[src/rtl/alu_seq.sv]
// Sequences 8/16-bit commands over an external 8-bit ALU; response 1/2/3/4 cycles after accept (illegal/narrow/wide/wide+fix).
// One command outstanding; cmd_ready only in IDLE, response held until rsp_ready.
module alu_seq (
   input  logic        clk,
   input  logic        rst,
   input  logic        cmd_valid,
   output logic        cmd_ready,
   input  logic [3:0]  cmd_op,
   input  logic        cmd_wide,
   input  logic [15:0] cmd_a,
   input  logic [15:0] cmd_b,
   output logic [7:0]  alu_a,
   output logic [7:0]  alu_b,
   output logic [3:0]  alu_op,
   input  logic [7:0]  alu_out,
   input  logic        alu_c,
   output logic        rsp_valid,
   input  logic        rsp_ready,
   output logic [15:0] rsp_data,
   output logic        rsp_z,
   output logic        rsp_c,
   output logic        rsp_n,
   output logic        rsp_err
);

   typedef enum logic [2:0] {IDLE, LO, HI, FIX, RESP} state_t;

   localparam logic [3:0] OP_ADD = 4'd0;
   localparam logic [3:0] OP_SUB = 4'd1;
   localparam logic [3:0] OP_INC = 4'd2;
   localparam logic [3:0] OP_DEC = 4'd3;

   state_t      state_q, state_d;
   logic [3:0]  op_q, op_d;
   logic        wide_q, wide_d;
   logic [15:0] a_q, a_d;
   logic [15:0] b_q, b_d;
   logic [7:0]  lo_q, lo_d;
   logic [7:0]  hi_q, hi_d;
   logic        c0_q, c0_d;
   logic        c1_q, c1_d;
   logic        c2_q, c2_d;
   logic        rsp_valid_q, rsp_valid_d;
   logic [15:0] rsp_data_q, rsp_data_d;
   logic        rsp_z_q, rsp_z_d;
   logic        rsp_c_q, rsp_c_d;
   logic        rsp_n_q, rsp_n_d;
   logic        rsp_err_q, rsp_err_d;

   logic [15:0] result;
   logic        is_arith;
   logic        is_illegal;
   logic        carry;

   assign cmd_ready = (state_q == IDLE);
   assign rsp_valid = rsp_valid_q;
   assign rsp_data  = rsp_data_q;
   assign rsp_z     = rsp_z_q;
   assign rsp_c     = rsp_c_q;
   assign rsp_n     = rsp_n_q;
   assign rsp_err   = rsp_err_q;

   // Narrow results ignore hi_q, which may hold a stale byte from an earlier command.
   assign result     = wide_q ? {hi_q, lo_q} : {8'h00, lo_q};
   assign is_arith   = (op_q[3:2] == 2'b00);
   assign is_illegal = op_q[3];
   assign carry      = !is_arith ? 1'b0 : (wide_q ? (c1_q | c2_q) : c0_q);

   always_comb begin
      state_d     = state_q;
      op_d        = op_q;
      wide_d      = wide_q;
      a_d         = a_q;
      b_d         = b_q;
      lo_d        = lo_q;
      hi_d        = hi_q;
      c0_d        = c0_q;
      c1_d        = c1_q;
      c2_d        = c2_q;
      rsp_valid_d = rsp_valid_q;
      rsp_data_d  = rsp_data_q;
      rsp_z_d     = rsp_z_q;
      rsp_c_d     = rsp_c_q;
      rsp_n_d     = rsp_n_q;
      rsp_err_d   = rsp_err_q;
      alu_a       = 8'h00;
      alu_b       = 8'h00;
      alu_op      = 4'h0;

      case (state_q)
         IDLE: begin
            if (cmd_valid) begin
               op_d    = cmd_op;
               wide_d  = cmd_wide;
               a_d     = cmd_a;
               b_d     = cmd_b;
               c1_d    = 1'b0;
               c2_d    = 1'b0;
               state_d = cmd_op[3] ? RESP : LO;
            end
         end
         LO: begin
            alu_a   = a_q[7:0];
            alu_b   = b_q[7:0];
            alu_op  = op_q;
            lo_d    = alu_out;
            c0_d    = alu_c;
            state_d = wide_q ? HI : RESP;
         end
         HI: begin
            alu_a = a_q[15:8];
            // INC/DEC propagate the low-byte carry/borrow as an ADD/SUB of c0.
            case (op_q)
               OP_INC: begin
                  alu_op = OP_ADD;
                  alu_b  = {7'b0, c0_q};
               end
               OP_DEC: begin
                  alu_op = OP_SUB;
                  alu_b  = {7'b0, c0_q};
               end
               default: begin
                  alu_op = op_q;
                  alu_b  = b_q[15:8];
               end
            endcase
            hi_d    = alu_out;
            c1_d    = alu_c;
            state_d = (((op_q == OP_ADD) || (op_q == OP_SUB)) && c0_q) ? FIX : RESP;
         end
         FIX: begin
            alu_a   = hi_q;
            alu_op  = (op_q == OP_ADD) ? OP_INC : OP_DEC;
            hi_d    = alu_out;
            c2_d    = alu_c;
            state_d = RESP;
         end
         RESP: begin
            if (!rsp_valid_q) begin
               rsp_valid_d = 1'b1;
               rsp_err_d   = is_illegal;
               rsp_data_d  = is_illegal ? 16'h0000 : result;
               rsp_c_d     = is_illegal ? 1'b0 : carry;
               rsp_z_d     = is_illegal ? 1'b0 : (result == 16'h0000);
               rsp_n_d     = is_illegal ? 1'b0 : (wide_q ? result[15] : result[7]);
            end else if (rsp_ready) begin
               rsp_valid_d = 1'b0;
               rsp_data_d  = 16'h0000;
               rsp_z_d     = 1'b0;
               rsp_c_d     = 1'b0;
               rsp_n_d     = 1'b0;
               rsp_err_d   = 1'b0;
               state_d     = IDLE;
            end
         end
         default: state_d = IDLE;
      endcase
   end

   always_ff @(posedge clk or posedge rst) begin
      if (rst) begin
         state_q     <= IDLE;
         op_q        <= 4'h0;
         wide_q      <= 1'b0;
         a_q         <= 16'h0000;
         b_q         <= 16'h0000;
         lo_q        <= 8'h00;
         hi_q        <= 8'h00;
         c0_q        <= 1'b0;
         c1_q        <= 1'b0;
         c2_q        <= 1'b0;
         rsp_valid_q <= 1'b0;
         rsp_data_q  <= 16'h0000;
         rsp_z_q     <= 1'b0;
         rsp_c_q     <= 1'b0;
         rsp_n_q     <= 1'b0;
         rsp_err_q   <= 1'b0;
      end else begin
         state_q     <= state_d;
         op_q        <= op_d;
         wide_q      <= wide_d;
         a_q         <= a_d;
         b_q         <= b_d;
         lo_q        <= lo_d;
         hi_q        <= hi_d;
         c0_q        <= c0_d;
         c1_q        <= c1_d;
         c2_q        <= c2_d;
         rsp_valid_q <= rsp_valid_d;
         rsp_data_q  <= rsp_data_d;
         rsp_z_q     <= rsp_z_d;
         rsp_c_q     <= rsp_c_d;
         rsp_n_q     <= rsp_n_d;
         rsp_err_q   <= rsp_err_d;
      end
   end

endmodule

[config.mk]
export PLATFORM = sky130hd
export DESIGN_NAME = alu_seq
export DESIGN_NICKNAME = d
export VERILOG_FILES = /design/src/rtl/alu_seq.sv
export SDC_FILE = /design/constraint.sdc
export NUM_CORES = 1
export LEC_CHECK = 0
export ABC_AREA = 1
export CORE_MARGIN = 2
export CORE_UTILIZATION = 53
export CTS_CLUSTER_SIZE = 28
export DETAILED_ROUTE_END_ITERATION = 7
export PLACE_DENSITY_LB_ADDON = 0.25
export SETUP_SLACK_MARGIN = 0.1
export SLEW_MARGIN = 30
export SYNTH_ARGS = -nofsm -noshare
export SYNTH_HDL_FRONTEND = slang
export SYNTH_SLANG_ARGS = --single-unit
[constraint.sdc]
create_clock -name clk -period 5.35 [get_ports clk]
set_clock_uncertainty 0.1 [all_clocks]
set_input_delay 0.535 -clock clk [delete_from_list [all_inputs] [get_ports clk]]
set_output_delay 0.535 -clock clk [all_outputs]
set_load 0.005 [all_outputs]
# After elaboration in Yosys (flattened, before gate mapping)
# Cells that the tools add are included.
classes:
  n_eq_ne: 11
  mux: 33
  bitwise_logic: 1
  reduce_logical: 15
op_table:
  columns: ["cell", "n"]
  rows:
  - ["2-to-1 mux 16 bit", 4]
  - ["case mux 8 bit (3 select lines)", 1]
  - ["2-to-1 mux 3 bit", 6]
  - ["logical NOT 16 bit", 1]
  - ["case mux 8 bit (2 select lines)", 1]
  - ["2-to-1 mux 1 bit", 15]
  - ["case mux 3 bit (5 select lines)", 1]
  - ["case mux 4 bit (3 select lines)", 1]
  - ["== test 4 x 2 -> 1 bit (second input constant)", 2]
  - ["2-to-1 mux 8 bit", 1]
  - ["inequality test 2 bit (second input constant)", 4]
  - ["case mux 4 bit (2 select lines)", 1]
  - ["AND reduction 2 bit", 4]
  - ["== test 3 x 2 -> 1 bit (second input constant)", 2]
  - ["== test 4 x 1 -> 1 bit (second input constant)", 1]
  - ["logical NOT 4 bit", 1]
  - ["case mux 1 bit (2 select lines)", 2]
  - ["nonzero test 2 bit", 2]
  - ["OR reduction 2 bit", 2]
  - ["== test 3 x 1 -> 1 bit (second input constant)", 1]
  - ["== test 3 bit (second input constant)", 1]
  - ["logical NOT 3 bit", 1]
  - ["AND reduction 3 bit", 1]
  - ["logical NOT 2 bit", 1]
  - ["3 further kinds", 3]
word_totals:
  regBits: 80
  word_cells: 76

# Longest topological paths before layout
logic_depth:
  word_depth: 5
  depth_mapped: 9
  depth_no_buf: 8

# Worst setup path after synthesis
# No wires, ideal clock.
synth_timing:
  kind: "register -> output"
  startpoint: "register state_q[1]"
  endpoint: "output alu_a[2]"
  arrival_ns: 1.153
  required_ns: 4.715
  path_slack_ns: 3.562
  stages_incl_launch_ff: 8
  path_cell_list: "dfrtp_1 -> buf_2 -> nor2_1 -> nand2_1 -> inv_1 -> buf_2 -> nand2_1 -> o211ai_1"
synth_via:
  elab_chain_cells: 2
  word_cells_on_any_way: 4
  cone_classes: "eq/ne: 3; mux: 1"
synth_rtl:
  columns: ["item", "line_no", "source"]
  rows:
  - ["from (decl)", "33", "state_t state_q, state_d;"]
  - ["from (signal assigned)", "179", "state_q <= state_d;"]
  - ["== test 3 x 2 -> 1 bit or == test 3 x 1 -> 1 bit (tied branches)", "90", "case (state_q)"]
  - ["case mux 8 bit (3 select lines) *", "90", null]
  - ["to (decl)", "12", "output logic [7:0] alu_a,"]
# Every way passes the cells marked *; elsewhere a longest branch is shown, timed or not.

# Worst setup path in the final report
layout_timing:
  startpoint: "register state_q[1]"
  endpoint: "output alu_b[0]"
layout_via:
  elab_chain_cells: 2
  word_cells_on_any_way: 3
  cone_classes: "eq/ne: 2; mux: 1"
layout_rtl:
  columns: ["item", "line_no", "source"]
  rows:
  - ["== test 3 x 2 -> 1 bit or == test 3 x 1 -> 1 bit (tied branches)", "90", null]
  - ["case mux 8 bit (2 select lines) *", "90", null]
  - ["to (decl)", "13", "output logic [7:0] alu_b,"]
# Marks and branches as above.

==> results.rst <==
.. list-table::
   :header-rows: 1

   * - Metric
     - Value
   * - Initial cell density of the core
     - a little over half
   * - Global-route track usage on met3
     - about 6.2%
   * - Number of gates given a new drive strength after cts
     - 0
   * - Timing-limited maximum frequency
     - 0.295 GHz
   * - Core Footprint
     - 6720 sq um
   * - Drt drc
     - 0
   * - Number of maximum-capacitance violations
     - 0
   * - Buffer levels on the longest clock path
     - 2
   * - VDD IR-drop max
     - 271 uV
   * - # clock sinks
     - 80
   * - Maximum number of pins on one net before global-route repair
     - 81
   * - Crit Reg-Reg Endpoint
     - a_q[14]$_DFFE_PP0P_
   * - Detailed router's first-iteration violation count
     - 162
   * - Slew margin rel.
     - about 33%
   * - Final wirelength
     - 8230 um
   * - Kind of cell adding the most delay to the critical path
     - buffers and inverters
   * - Global-route usage over all layers
     - about a quarter
   * - Status
     - complete, no violations
   * - Data arrival time of the critical path
     - 2.75 ns
   * - Hold wc startpoint
     - a_q[5]$_DFFE_PP0P_
   * - Num rows
     - 30
   * - CTS clock-pin slew for the worst setup and hold paths
     - 0.07 ns
   * - Worst stage delay on the critical path
     - 0.56 ns
   * - Standby leakage power
     - 2.30 nW
   * - Setup repair after global routing missed its margin
     - no
   * - Synth top area share
     - 55.1%
   * - Total Power Consumption
     - between 2 and 2.5 mW
   * - Post-detailed-placement half-perimeter wirelength
     - ~6000 um
   * - Hold Fails Final Rpt
     - 0
   * - Yosys warning count
     - 0
   * - Worst reg2reg setup slack
     - 2.78 ns
   * - Worst Setup Slack post-DPL
     - 2.37 ns
   * - Weighted congestion at the end of routability-driven global placement
     - 0.777
   * - Global-route met1 utilization
     - between 30% and 40%
   * - Cells taking the most area after synthesis
     - sky130_fd_sc_hd__dfrtp_1 (55%), sky130_fd_sc_hd__nand2_1 (15%), sky130_fd_sc_hd__inv_1 (4.4%)
   * - Fraction of synthesis flops using an asynchronous set or reset pin
     - 100%
   * - Crit path launch type
     - flip-flop
   * - Post-route fraction of the period consumed by the critical path
     - 63.3%
   * - Total count of max-transition violations in the final report
     - 0
   * - Worst hold-check path type
     - flip-flop to flip-flop
   * - Area enclosed by the die boundary
     - 7530 sq um
   * - Reg2Reg Depth
     - 4
   * - Number of clock buffers inserted by TritonCTS
     - 9
   * - Required time worst endpoint
     - between 4 and 5 ns
   * - Most frequent cell after synthesis
     - sky130_fd_sc_hd__nand2_1
   * - Prevailing post-synth register cell
     - sky130_fd_sc_hd__dfrtp_1
   * - Global-route congestion overflow total
     - 0
   * - Vert. Die Dim
     - 86.8 um
   * - Max stage delay cell, worst path
     - sky130_fd_sc_hd__inv_1
   * - Number of post-CTS setup repair buffers
     - 0
   * - Drt pass-1 iters
     - 4
   * - Number of buffers added to fix hold violations after cts
     - 0
   * - Final critical path time including I/O delays and setup
     - 3.39 ns
   * - Clock latency on the worst-skew pair
     - approximately 0.35 ns
   * - Average instance area after synthesis
     - 8.45 sq um
   * - Final setup violation count
     - 0
   * - Post-route worst hold slack
     - 0.375 ns
   * - Number of nets produced by synthesis
     - 480
   * - CTS H-Tree Depth
     - 3
   * - Average vias per placed instance
     - 5.16
   * - Clock tree from TritonCTS
     - done
   * - Setup TNS after final layout
     - 0 ns
   * - Cell Chain, Critical Path
     - nor2_1, nand2_1, inv_1, nand2_1, o21ai_0, clkdlybuf4s50_1
   * - Hold path depth
     - 2
   * - Pwr dens
     - 527 nW/um^2
   * - Cell count after synthesis
     - 430
   * - Combined area of all synthesized cells
     - 3630 sq um
   * - Die span in x
     - 86.8 um
   * - I/O pin count
     - 92
   * - Cell taking the most area after synthesis
     - sky130_fd_sc_hd__dfrtp_1
   * - Least setup slack across all paths after layout
     - 1.96 ns
   * - Yosys reg bits
     - 80
   * - CTS root buf
     - sky130_fd_sc_hd__clkbuf_8
   * - Crit-path most repeated cell
     - sky130_fd_sc_hd__nand2_1
   * - Register area share after synthesis
     - 55.1%
   * - Number of global-route vias before repair
     - about 3100
   * - Number of library cell types mapped by synthesis
     - 23
   * - Antenna violations before repair
     - 0
   * - Global route hottest layer
     - met2
   * - Commonest cells in the synthesized netlist
     - sky130_fd_sc_hd__nand2_1 (148), sky130_fd_sc_hd__dfrtp_1 (80), sky130_fd_sc_hd__inv_1 (43)
   * - NumNets Final
     - 563
   * - Worst reg2reg path startpoint
     - state_q[1]$_DFFE_PP0P_
   * - Endpoint of the worst hold path
     - a_q[5]$_DFFE_PP0P_
   * - Final core area utilization
     - 70.4%
   * - Kind of end point of the critical path
     - primary output
   * - Worst-Margin Slew
     - 0.998 ns
   * - Diode insertion count for antenna repair
     - 0
   * - Routed WL per cell
     - 13.8 um
   * - Fraction of final layout cells with drive strength greater than 1
     - 9.46%
   * - Vias
     - between 3000 and 4000
   * - Buffers & Inverters on Critical Path
     - 2
   * - Number of synthesized flops with an enable pin
     - 0
   * - Area growth from synthesis to layout
     - 30.2%
   * - GRT met2 Usage
     - roughly two fifths
   * - Peak fanout along the critical path
     - 27
   * - Worst setup path class
     - flip-flop to primary output
   * - Antenna-violating nets left
     - 0
   * - IO buf count
     - 91
   * - Global-route wire length before repair
     - 14200 um
==> per-layer routing <==
| layer | routed length (um) | vias to the layer above |
|---|---|---|
| met2 | 3960 | 89 |
| met3 | 494 | 12 |
| met5 | 0 | - |
| met1 | 3640 | 1459 |
| li1 | - | 1528 |
| met4 | 131 | 0 |
==> tightest hold or removal path, delay by kind of cell (launching register included) <==
kind | cells | cell delay (ns)
flops | 1 | 0.35
simple gates | 2 | 0.10
==> layout by cell type (no fill, tap or decap), types with 3 or more instances in the layout <==
cell type	n
sky130_fd_sc_hd__clkinv_2	4
sky130_fd_sc_hd__a21oi_1	5
sky130_fd_sc_hd__a21oi_2	15
sky130_fd_sc_hd__clkbuf_8	11
sky130_fd_sc_hd__clkdlybuf4s50_1	91
sky130_fd_sc_hd__o221ai_1	4
sky130_fd_sc_hd__nand4_1	3
sky130_fd_sc_hd__o21ai_0	25
sky130_fd_sc_hd__o211ai_1	5
sky130_fd_sc_hd__nand3_1	31
sky130_fd_sc_hd__o21ai_1	13
sky130_fd_sc_hd__nand2_1	148
sky130_fd_sc_hd__inv_1	42
sky130_fd_sc_hd__nor2_1	20
sky130_fd_sc_hd__dfrtp_1	80
sky130_fd_sc_hd__nor2_2	11
==> logic make-up after synthesis <==
logic type,count (synthesis),synth area share (%)
and+or+nand+nor,218,25.5
DFF,80,55.1
AOI/OAI and AO/OA,69,11.8
buffers and inverters,63,7.58
==> flip-flops by register name (all words and copies together) (netlist names) <==
signal,cells
a_q,16
b_q,16
rsp_data,16
hi_q,8
lo_q,8
op_q,4
state_q,3
c0_q,1
c1_q,1
c2_q,1
rsp_c,1
rsp_err,1
rsp_n,1
rsp_valid,1
rsp_z,1
wide_q,1
==> stage by stage <==
stage          cells  area, sq um
2_1_floorplan    430         3630
3_3_place_gp     582         4540
3_5_place_dp     582         4540
4_1_cts          598         4730
5_1_grt          598         4730
6_report         598         4730
==> worst max-delay path by stage <==
stage	cells after the start	from	slack (ns)	end
after global routing	6	state_q[1]$_DFFE_PP0P_	1.75	alu_op[1]
final	6	state_q[1]$_DFFE_PP0P_	1.96	alu_b[0]
after CTS	6	state_q[1]$_DFFE_PP0P_	1.97	alu_b[0]
after global placement	6	state_q[1]$_DFFE_PP0P_	2.45	alu_op[1]
after floorplan	1	rst	2.66	a_q[0]$_DFFE_PP0P_
after detailed placement	6	state_q[1]$_DFFE_PP0P_	2.37	alu_a[1]
==> where the power goes <==
group | total, mW | internal (mW) | switching, mW
Sequential | 1.05 | 0.873 | 0.182
Clock | 0.410 | 0.192 | 0.218
Combinational | 1.03 | 0.452 | 0.573
==> area by class of cell <==
cell class,count,area [sq um]
clock buffers,11,151
repair buffers,92,922
clock inverters,5,31.3
flip-flops and latches,80,2000
well taps,80,100
multi-input cells,287,1360
fillers,532,1990
inverters,43,163
Power figures use the tool's default switching activity.
